**src/rtl/stall_flush_ctrl.sv**
```systemverilog
// -----------------------------------------------------------------------------
// stall_flush_ctrl
//
// Purpose:
//    Hazard/stall/flush controller for a 5-stage in-order pipeline. It
//    arbitrates three event sources with the fixed priority
//       memory stall  >  load-use hazard  >  branch flush
//    and drives the per-stage write/flush/hold controls combinationally from
//    the current FSM state and the current inputs (zero-cycle latency).
//
//    A slow data-memory access freezes the whole pipeline. The first frozen
//    cycle is spent in RUN and the remaining ones in MEM_WAIT. A watchdog
//    counts MEM_WAIT cycles without an acknowledge. When it reaches
//    MEM_TIMEOUT, the pipeline is released for that cycle and a sticky error
//    flag is raised.
//
// Parameters:
//    MEM_TIMEOUT  maximum MEM_WAIT cycles before watchdog release (1..2^TO_W-1)
//    TO_W         watchdog counter width
//
// Ports:
//    clk_i           in   1   clock, rising edge
//    rst_i           in   1   asynchronous, active-high reset
//    lu_hazard_i     in   1   load-use hazard (EX load rd matches ID rs1/rs2)
//    branch_flush_i  in   1   branch/jump taken, resolved in ID
//    mem_req_i       in   1   MEM stage has an outstanding slow access
//    mem_ack_i       in   1   data memory completes this cycle
//    pc_write_o      out  1   PC register write enable
//    ifid_write_o    out  1   IF/ID register write enable
//    ifid_flush_o    out  1   IF/ID flush (kill wrong-path fetch)
//    idex_bubble_o   out  1   insert a bubble into ID/EX
//    pipe_hold_o     out  1   freeze every pipeline stage
//    state_o         out  2   current FSM state (00 = RUN, 01 = MEM_WAIT)
//    err_o           out  1   sticky watchdog error
//    lu_cnt_o        out  32  load-use stall cycles    (STALL_CNT_EN only)
//    mem_cnt_o       out  32  memory freeze cycles     (STALL_CNT_EN only)
//    flush_cnt_o     out  32  branch flush cycles      (STALL_CNT_EN only)
//
// Configuration:
//    Define the macro STALL_CNT_EN to build the three saturating event
//    counters and their ports. When the macro is undefined, the counters and
//    ports are absent, and all other behaviour is identical.
// -----------------------------------------------------------------------------
module stall_flush_ctrl #(
   parameter int unsigned MEM_TIMEOUT = 200,
   parameter int unsigned TO_W        = 8
) (
   input  logic        clk_i,
   input  logic        rst_i,
   input  logic        lu_hazard_i,
   input  logic        branch_flush_i,
   input  logic        mem_req_i,
   input  logic        mem_ack_i,
   output logic        pc_write_o,
   output logic        ifid_write_o,
   output logic        ifid_flush_o,
   output logic        idex_bubble_o,
   output logic        pipe_hold_o,
   output logic [1:0]  state_o,
   output logic        err_o
`ifdef STALL_CNT_EN
   ,
   output logic [31:0] lu_cnt_o,
   output logic [31:0] mem_cnt_o,
   output logic [31:0] flush_cnt_o
`endif
);

   typedef enum logic [1:0] {
      RUN      = 2'b00,
      MEM_WAIT = 2'b01
   } state_t;

   state_t          r_state;
   logic [TO_W-1:0] r_wd_cnt;
   logic            r_err;

   logic            w_timeout;
   logic            w_mem_stall;

   // The watchdog expires on the MEM_WAIT cycle whose increment would make the
   // count reach MEM_TIMEOUT. That cycle is released immediately rather than
   // one cycle later.
   assign w_timeout = (r_state == MEM_WAIT) && !mem_ack_i &&
                      (r_wd_cnt == TO_W'(MEM_TIMEOUT - 1));

   // A freeze is needed when an access is outstanding and not completing now.
   // In RUN, an acknowledge without a request is meaningless and is ignored.
   // In MEM_WAIT, an acknowledge or an expired watchdog releases the pipeline.
   always_comb begin
      // NOTE: every variable gets a default first, so no path can infer a latch.
      w_mem_stall = 1'b0;
      if (!rst_i) begin
         case (r_state)
            RUN:      w_mem_stall = mem_req_i && !mem_ack_i;
            MEM_WAIT: w_mem_stall = !mem_ack_i && !w_timeout;
            default:  w_mem_stall = 1'b0;
         endcase
      end
   end

   // Stage controls. The lower-priority events are simply masked. The
   // upstream logic keeps them asserted, so they are re-evaluated once the
   // higher-priority condition clears.
   always_comb begin
      pc_write_o    = 1'b1;
      ifid_write_o  = 1'b1;
      ifid_flush_o  = 1'b0;
      idex_bubble_o = 1'b0;
      pipe_hold_o   = 1'b0;
      if (rst_i || w_mem_stall) begin
         // Reset looks like a full freeze to the rest of the pipeline.
         pc_write_o   = 1'b0;
         ifid_write_o = 1'b0;
         pipe_hold_o  = 1'b1;
      end else if (lu_hazard_i) begin
         pc_write_o    = 1'b0;
         ifid_write_o  = 1'b0;
         idex_bubble_o = 1'b1;
      end else if (branch_flush_i) begin
         ifid_flush_o = 1'b1;
      end
   end

   // State, watchdog and sticky error. A reset in the middle of a wait drops
   // straight back to RUN and leaves nothing pending.
   always_ff @(posedge clk_i or posedge rst_i) begin
      if (rst_i) begin
         r_state  <= RUN;
         r_wd_cnt <= '0;
         r_err    <= 1'b0;
      end else begin
         // NOTE: sequential state uses non-blocking assignments, so every
         // right-hand side reads the pre-edge value.
         case (r_state)
            RUN: begin
               if (mem_req_i && !mem_ack_i) begin
                  r_state  <= MEM_WAIT;
                  r_wd_cnt <= '0;
               end
            end
            MEM_WAIT: begin
               if (mem_ack_i) begin
                  r_state <= RUN;
               end else begin
                  r_wd_cnt <= r_wd_cnt + 1'b1;
                  if (w_timeout) begin
                     r_err   <= 1'b1;
                     r_state <= RUN;
                  end
               end
            end
            default: r_state <= RUN;
         endcase
      end
   end

   assign state_o = r_state;
   assign err_o   = r_err;

`ifdef STALL_CNT_EN
   // Event counters sample the decoded controls. Each counter sticks at all
   // ones instead of wrapping. mem_cnt_o counts every frozen cycle of a
   // memory stall, including the RUN cycle that starts the wait.
   logic [31:0] r_lu_cnt;
   logic [31:0] r_mem_cnt;
   logic [31:0] r_flush_cnt;

   always_ff @(posedge clk_i or posedge rst_i) begin
      if (rst_i) begin
         r_lu_cnt    <= '0;
         r_mem_cnt   <= '0;
         r_flush_cnt <= '0;
      end else begin
         if (idex_bubble_o && (r_lu_cnt != 32'hFFFF_FFFF))
            r_lu_cnt <= r_lu_cnt + 32'd1;
         if (w_mem_stall && (r_mem_cnt != 32'hFFFF_FFFF))
            r_mem_cnt <= r_mem_cnt + 32'd1;
         if (ifid_flush_o && (r_flush_cnt != 32'hFFFF_FFFF))
            r_flush_cnt <= r_flush_cnt + 32'd1;
      end
   end

   assign lu_cnt_o    = r_lu_cnt;
   assign mem_cnt_o   = r_mem_cnt;
   assign flush_cnt_o = r_flush_cnt;
`endif

endmodule

```
**config.mk**
```make
export PLATFORM = sky130hd
export DESIGN_NAME = stall_flush_ctrl
export DESIGN_NICKNAME = d
export VERILOG_FILES = /design/src/rtl/stall_flush_ctrl.sv
export SDC_FILE = /design/constraint.sdc
export NUM_CORES = 1
export LEC_CHECK = 0
export CAP_MARGIN = 25
export CORE_MARGIN = 2
export CORE_UTILIZATION = 34
export CTS_CLUSTER_SIZE = 40
export DETAILED_ROUTE_END_ITERATION = 16
export SETUP_SLACK_MARGIN = 0.02
export SYNTH_ARGS = -nofsm -noshare
export SYNTH_HDL_FRONTEND = slang
export SYNTH_SLANG_ARGS = --single-unit
```
**constraint.sdc**
```tcl
create_clock -name clk_i -period 4.2 [get_ports clk_i]
set_clock_uncertainty 0.2 [all_clocks]
set_input_delay 0.84 -clock clk_i [delete_from_list [all_inputs] [get_ports clk_i]]
set_output_delay 0.84 -clock clk_i [all_outputs]
set_load 0.05 [all_outputs]
```
==> results of run 1 <==
==> critical path, delay by kind of cell <==
family	cells	cell delay, ps
buffers and inverters	2	1280
AND/OR/NAND/NOR	1	470
AO/OA/AOI/OAI	1	120
==> worst max-delay path by stage <==
stage / startpoint / end / slack (ps)
after detailed placement: mem_ack_i / pipe_hold_o / 460
final: mem_ack_i / pipe_hold_o / 450
after floorplan: mem_ack_i / pipe_hold_o / 1230
after global placement: mem_ack_i / pipe_hold_o / 460
after CTS: mem_ack_i / pipe_hold_o / 440
after global routing: mem_ack_i / ifid_write_o / 370
==> layout make-up <==
type | instances | area share, %
flip-flops and latches | 10 | 33.4
well taps | 17 | 2.84
repair buffers | 13 | 17.0
inverters | 1 | 0.501
multi-input cells | 41 | 41.4
clock buffers | 4 | 4.84
==> cells in the mapped netlist <==
cell type | instances | area [µm²]
dfrtp_1 | 10 | 250
and3_2 | 2 | 15.0
nor4b_4 | 1 | 23.8
o2111a_1 | 2 | 22.5
nand3_1 | 2 | 10.0
nor2_1 | 1 | 3.75
nand4_1 | 3 | 18.8
and3_1 | 1 | 6.26
o21ai_0 | 2 | 10.0
nand2b_1 | 1 | 6.26
a21o_2 | 1 | 8.76
a21oi_1 | 1 | 5.00
buf_2 | 2 | 10.0
o211ai_1 | 1 | 7.51
nand4b_4 | 1 | 23.8
buf_4 | 2 | 15.0
nor3b_1 | 1 | 7.51
inv_1 | 1 | 3.75
o211a_1 | 1 | 10.0
or3b_4 | 1 | 11.3
buf_6 | 1 | 11.3
mux2i_1 | 6 | 60.1
nor2b_1 | 1 | 6.26
conb_1 | 1 | 3.75
ha_1 | 1 | 12.5
nand2_1 | 10 | 37.5
==> power by group through the flow <==
stage	registers, mW	logic (mW)	clock network, mW
finish	0.112	0.0567	0.0845
detailed placement	0.114	0.0578	0
global placement	0.114	0.0574	0
CTS	0.112	0.0577	0.0872
floorplan	0.116	0.0393	0
global route	0.114	0.0621	0.0927
==> layer usage <==
layer	part of all wire (%)	up-vias	wire, µm	track usage, %
met4	0.57	0	6	5.14
met5	0	-	0	0
met1	43	212	450	13.1
met3	4.9	2	51	1.98
li1	-	231	-	-
met2	51	11	538	21.4
==> flip-flops by register name (all words and copies together), names as in the netlist <==
name      flops
r_wd_cnt      8
err_o         1
state_o       1
==> metrics by stage <==
| stage | utilization, % | setup WS [ps] | power, mW | area, µm² |
|---|---|---|---|---|
| after floorplan | - | 1230 | 0.155 | 601 |
| after global placement | 42.2 | 459 | 0.171 | 713 |
| after detailed placement | 42.2 | 459 | 0.172 | 713 |
| after CTS | 44.4 | 445 | 0.257 | 749 |
| after global routing | 44.4 | 370 | 0.268 | 749 |
| final | 44.4 | 452 | 0.253 | 749 |
==> kinds of logic (layout without fill, tap and decap cells) <==
group	after synthesis	count (layout)
AOI/OAI and AO/OA	8	8
adders and majority gates	1	1
buffers and inverters	6	18
DFF	10	10
muxes	6	6
other	1	1
and+or+nand+nor	25	25
==> impl_metrics.yaml, run 1 <==
run_status:
  status: "complete, no violations"
worst_hold_path:
  hold_path_class: "reg -> reg"
  worstHoldEndpoint: "r_wd_cnt[7]"
  hold_path.startpoint: "r_wd_cnt[7]"
  min_path_cells: 1
clock_network:
  numCtsBuffers: 3
  cts_resized: 0
  ctsHoldBuffers: 0
  cts.sink_count: 10
  path_clk_slew_ps: 60
  cts_root_buf: "clkbuf_4"
  clk_latency_ps: 260
  clockBufferDepth: 2
  post_cts_buffers: 0
  cts_max_level: 1
  cts_tree: "yes"
route:
  wl_um: 1050
  drtIter0Drc: 1
  viasPerCell: 5.30
  detail_route.first_pass.iterations: 2
  drc: 0
  vias: 456
  wl_per_cell_um: 12.2
  ant_nets: 0
power_and_ir_drop:
  vdd_drop_max_mv: 0.166
  p_clk_share_pct: 33.4
  p_leak_nw: 0.397
  p_sw_share_pct: 29.4
  power_frac_comb_pct: 22.4
  p_per_area_mw_per_mm2: 338
  netSwitchingPower_mw: 0.0746
  p_seq_share_pct: 44.3
  p_int_mw: 0.179
worst_setup_path:
  path_cells: "clkdlybuf4s50_1 > or3b_4 > o211ai_1 > clkdlybuf4s50_1"
  critPathMostFrequentCell: "clkdlybuf4s50_1"
  worst-r2r-cell-count: 4
  r2r_slack_ps: 2570
  worstPathArrival_ps: 2710
  max_stage_delay_ps: 830
  cp_max_fo: 13
  start_kind: "input port"
  timing.rr.end: "state_o[0]"
  slowest_stage: "clkdlybuf4s50_1"
  critPathCaptureType: "output port"
  r2r_start: "r_wd_cnt[0]"
  critical_path_required_ps: 3160
  path_class: "in -> out"
placed_design:
  dp_cells: 82
  hpwl_um: 826
  io_buffers: 12
  gp_congestion: 0.746
flow_run:
  maxCapViolations: 0
floorplanning:
  core_mm2: 0.00169
  dieArea_mm2: 0.00212
  rows: 15
  die_h_um: 46.0
  io-pin-count: 14
  chipWidth_um: 46.0
  start_util_pct: 35.6
synthesis:
  syn_inst: 57
  synth_xor_area_share_pct: 0
  yosys_warnings: 0
  synth_top_family_by_area: "simple AND/OR/NAND/NOR gates"
  yosysSeqAreaShare_pct: 41.7
  synth_seq_cells: 10
  synth_fa_ha_area_share_pct: 2.08
  synthMuxAreaShare_pct: 10.0
  synth_cell_type_count: 26
  avgSynthCellArea_um2: 10.5
  synth_fp_nets: 64
  synth_area_um2: 601
  synth_compound_area_share_pct: 10.6
  synthSimpleGateAreaFrac_pct: 28.3
global_route:
  grt_util_all_layers_pct: 11.8
  grt_pass1_vias: 448
  grt_start_max_net_pins: 14
  antenna_found_initial: 0
  grt_pass1_wl_um: 1810
  grt_overflow: 0
timing:
  hold_ws_ps: 278
  finalWorstPathRequiredPeriod_ps: 3750
  finalHoldViolCount: 0
  max_freq_mhz: 267
  period_share_pct: 89.2
  rsz0062_at_grt: "false"
  slew-limit-headroom_pct: 66.4
  setup_tns_ps: 0
  setup_viol: 0
  tightest_slew_ps: 503
  slew_violations: 0
layout:
  ff_latch_area_um2: 250
  final_layout_size_suffix_gt1_share_pct: 15.9
  final_cell_mix: "clkdlybuf4s50_1 (12), nand2_1 (10), dfrtp_1 (10), mux2i_1 (6)"
  nNetsFinal: 77
  mostFrequentLayoutCell: "clkdlybuf4s50_1"
  fin_cells: 86
  diodes: 0
  syn_to_final_growth_pct: 24.8
  multiInputGateArea_um2: 310
  nFillCells: 164
Note: power is estimated with default switching activity, not from simulation.
==> inputs of run 2 (changes only) <==
--- a/config.mk
+++ b/config.mk
@@ -11,6 +11,7 @@
 export CTS_CLUSTER_SIZE = 40
 export DETAILED_ROUTE_END_ITERATION = 16
 export SETUP_SLACK_MARGIN = 0.02
+export SKIP_LAST_GASP = 1
 export SYNTH_ARGS = -nofsm -noshare
 export SYNTH_HDL_FRONTEND = slang
 export SYNTH_SLANG_ARGS = --single-unit
==> results of run 2 <==
The final DEF is identical to that of run 1; final timing and power are the same.
==> inputs of run 3 (changes only) <==
--- a/config.mk
+++ b/config.mk
@@ -5,11 +5,13 @@
 export SDC_FILE = /design/constraint.sdc
 export NUM_CORES = 1
 export LEC_CHECK = 0
-export CAP_MARGIN = 25
-export CORE_MARGIN = 2
-export CORE_UTILIZATION = 34
+export CAP_MARGIN = 0
+export CORE_AREA = 2 2 39 41
 export CTS_CLUSTER_SIZE = 40
 export DETAILED_ROUTE_END_ITERATION = 16
+export DIE_AREA = 0 0 41 43
+export HOLD_SLACK_MARGIN = 0.06
+export PLACE_DENSITY = 0.73
 export SETUP_SLACK_MARGIN = 0.02
 export SKIP_LAST_GASP = 1
 export SYNTH_ARGS = -nofsm -noshare
==> run 3 against run 2 <==
Effect of this change: via count up 0.44%; sequential cell count is the same; worst hold slack lost 9.2 ps; maximum frequency down 0.15%; largest cell class unchanged; combinational power about the same; critical path depth stayed put; utilization increased by 8.2 points.
==> impl_metrics.yaml, run 3 (synthesized netlist as in run 1, its figures left out) <==
placed_design:
  pre_cts_ws_ps: 461
  post_dp_cell_area_um2: 704
  gp_congestion: 0.757
  io_buffers: 12
  dp_cells: 80
route:
  ant_nets: 0
  wl_per_cell_um: 13.5
  viasPerCell: 5.52
  vias: 458
  wl_um: 1120
  drtIter0Drc: 8
  drc: 0
  detail_route.first_pass.iterations: 4
layout:
  fin_cells: 83
  final_layout_size_suffix_gt1_share_pct: 13.4
  largest_reg_flops: 8
  mostFrequentLayoutCell: "clkdlybuf4s50_1"
  top_register: "r_wd_cnt"
  diodes: 0
  final_cell_mix: "clkdlybuf4s50_1 (12), nand2_1 (10), dfrtp_1 (10), mux2i_1 (6)"
  nNetsFinal: 76
  nFillCells: 138
  syn_to_final_growth_pct: 21.0
  finalInstanceArea_um2: 727
timing:
  tightest_slew_ps: 513
  setup_tns_ps: 0
  setup_viol: 0
  slew_violations: 0
  finalWorstPathRequiredPeriod_ps: 3750
  slew-limit-headroom_pct: 65.7
  period_share_pct: 89.4
  rsz0062_at_grt: "false"
  hold_ws_ps: 268
  fin_ws_ps: 446
  max_freq_mhz: 266
  finalHoldViolCount: 0
floorplanning:
  chipWidth_um: 41
  rows: 14
  io-pin-count: 14
  start_util_pct: 43.4
  die_h_um: 43
  core_mm2: 0.00138
  dieArea_mm2: 0.00176
global_route:
  grt_pass1_wl_um: 1970
  met2_usage_pct: 24.7
  grt_overflow: 0
  grt_util_met1_pct: 21.2
  grt_util_all_layers_pct: 16.6
  grt_pass1_vias: 466
  grt_use_met3_pct: 3.14
  antenna_found_initial: 0
  grt_start_max_net_pins: 14
  busiest_layer: "met2"
worst_setup_path:
  worst-r2r-cell-count: 4
  cp-endpoint: "pipe_hold_o"
  r2r_start: "r_wd_cnt[0]"
  critPathCaptureType: "output port"
  r2r_slack_ps: 2590
  worstPathArrival_ps: 2710
  start_kind: "input port"
  timing.rr.end: "state_o[0]"
  critical_path_required_ps: 3160
  path_class: "in -> out"
  timing.critical_path.from: "mem_ack_i"
  cp_max_fo: 13
power_and_ir_drop:
  p_per_area_mw_per_mm2: 323
  netSwitchingPower_mw: 0.0757
  p_sw_share_pct: 32.3
  power_frac_comb_pct: 24.1
  p_clk_share_pct: 28.0
  p_int_mw: 0.159
  vdd_drop_max_mv: 0.188
  p_seq_share_pct: 48.0
  p_leak_nw: 0.385
clock_network:
  numCtsBuffers: 3
  cts_root_buf: "clkbuf_4"
  path_clk_slew_ps: 60
  cts.sink_count: 10
  ctsHoldBuffers: 0
  cts_tree: "yes"
  cts_resized: 0
  cts_max_level: 1
  clockBufferDepth: 2
  clk_latency_ps: 260
  post_cts_buffers: 0
run_status:
  status: "complete, no violations"
worst_hold_path:
  hold_path_class: "reg -> reg"
flow_run:
  maxCapViolations: 0
## run 3: changes by cell type in the layout (fill, tap and decap cells not counted), sizes merged
cell and delta:
buf -1, clkbuf -1
## run 3: through the flow
stage,power [mW],utilization (%)
finish,0.235,52.5
floorplan,0.155,-
CTS,0.235,52.5
detailed placement,0.171,50.9
global route,0.249,52.5
global placement,0.169,50.9
## run 3: layout make-up
class | count | area, µm² | share of cell area, %
Clock buffer | 3 | 22.5 | 3.10
Inverter | 1 | 3.75 | 0.516
Multi-Input combinational cell | 41 | 310 | 42.7
Sequential cell | 10 | 250 | 34.4
Tap cell | 16 | 20.0 | 2.75
Timing Repair Buffer | 12 | 120 | 16.5
## run 3: worst min path at each step
stage	slack, ps	end	start	cells past startpoint
detailed placement	250	err_o	err_o	1
finish	270	err_o	err_o	1
floorplan	250	r_wd_cnt[7]	r_wd_cnt[7]	1
global route	290	err_o	err_o	1
CTS	270	err_o	err_o	1
global placement	250	err_o	err_o	1
## run 3: critical path, cell delays in order
cell and delay, ps:
clkdlybuf4s50_1 450, or3b_4 470, o211ai_1 130, clkdlybuf4s50_1 830
## run 3: per-layer routing
metal / vias to the layer above / share of wire, %
met5: - / 0
met4: 0 / 0.98
met3: 2 / 4.6
met2: 16 / 53
met1: 218 / 42
li1: 222 / -
## run 3: power by group through the flow
stage,sequential [mW],combinational (mW),clock [mW]
after CTS,0.112,0.0569,0.0654
after global routing,0.114,0.0617,0.0732
final,0.112,0.0565,0.0656
after global placement,0.114,0.0558,0
after detailed placement,0.114,0.0566,0
after floorplan,0.116,0.0393,0
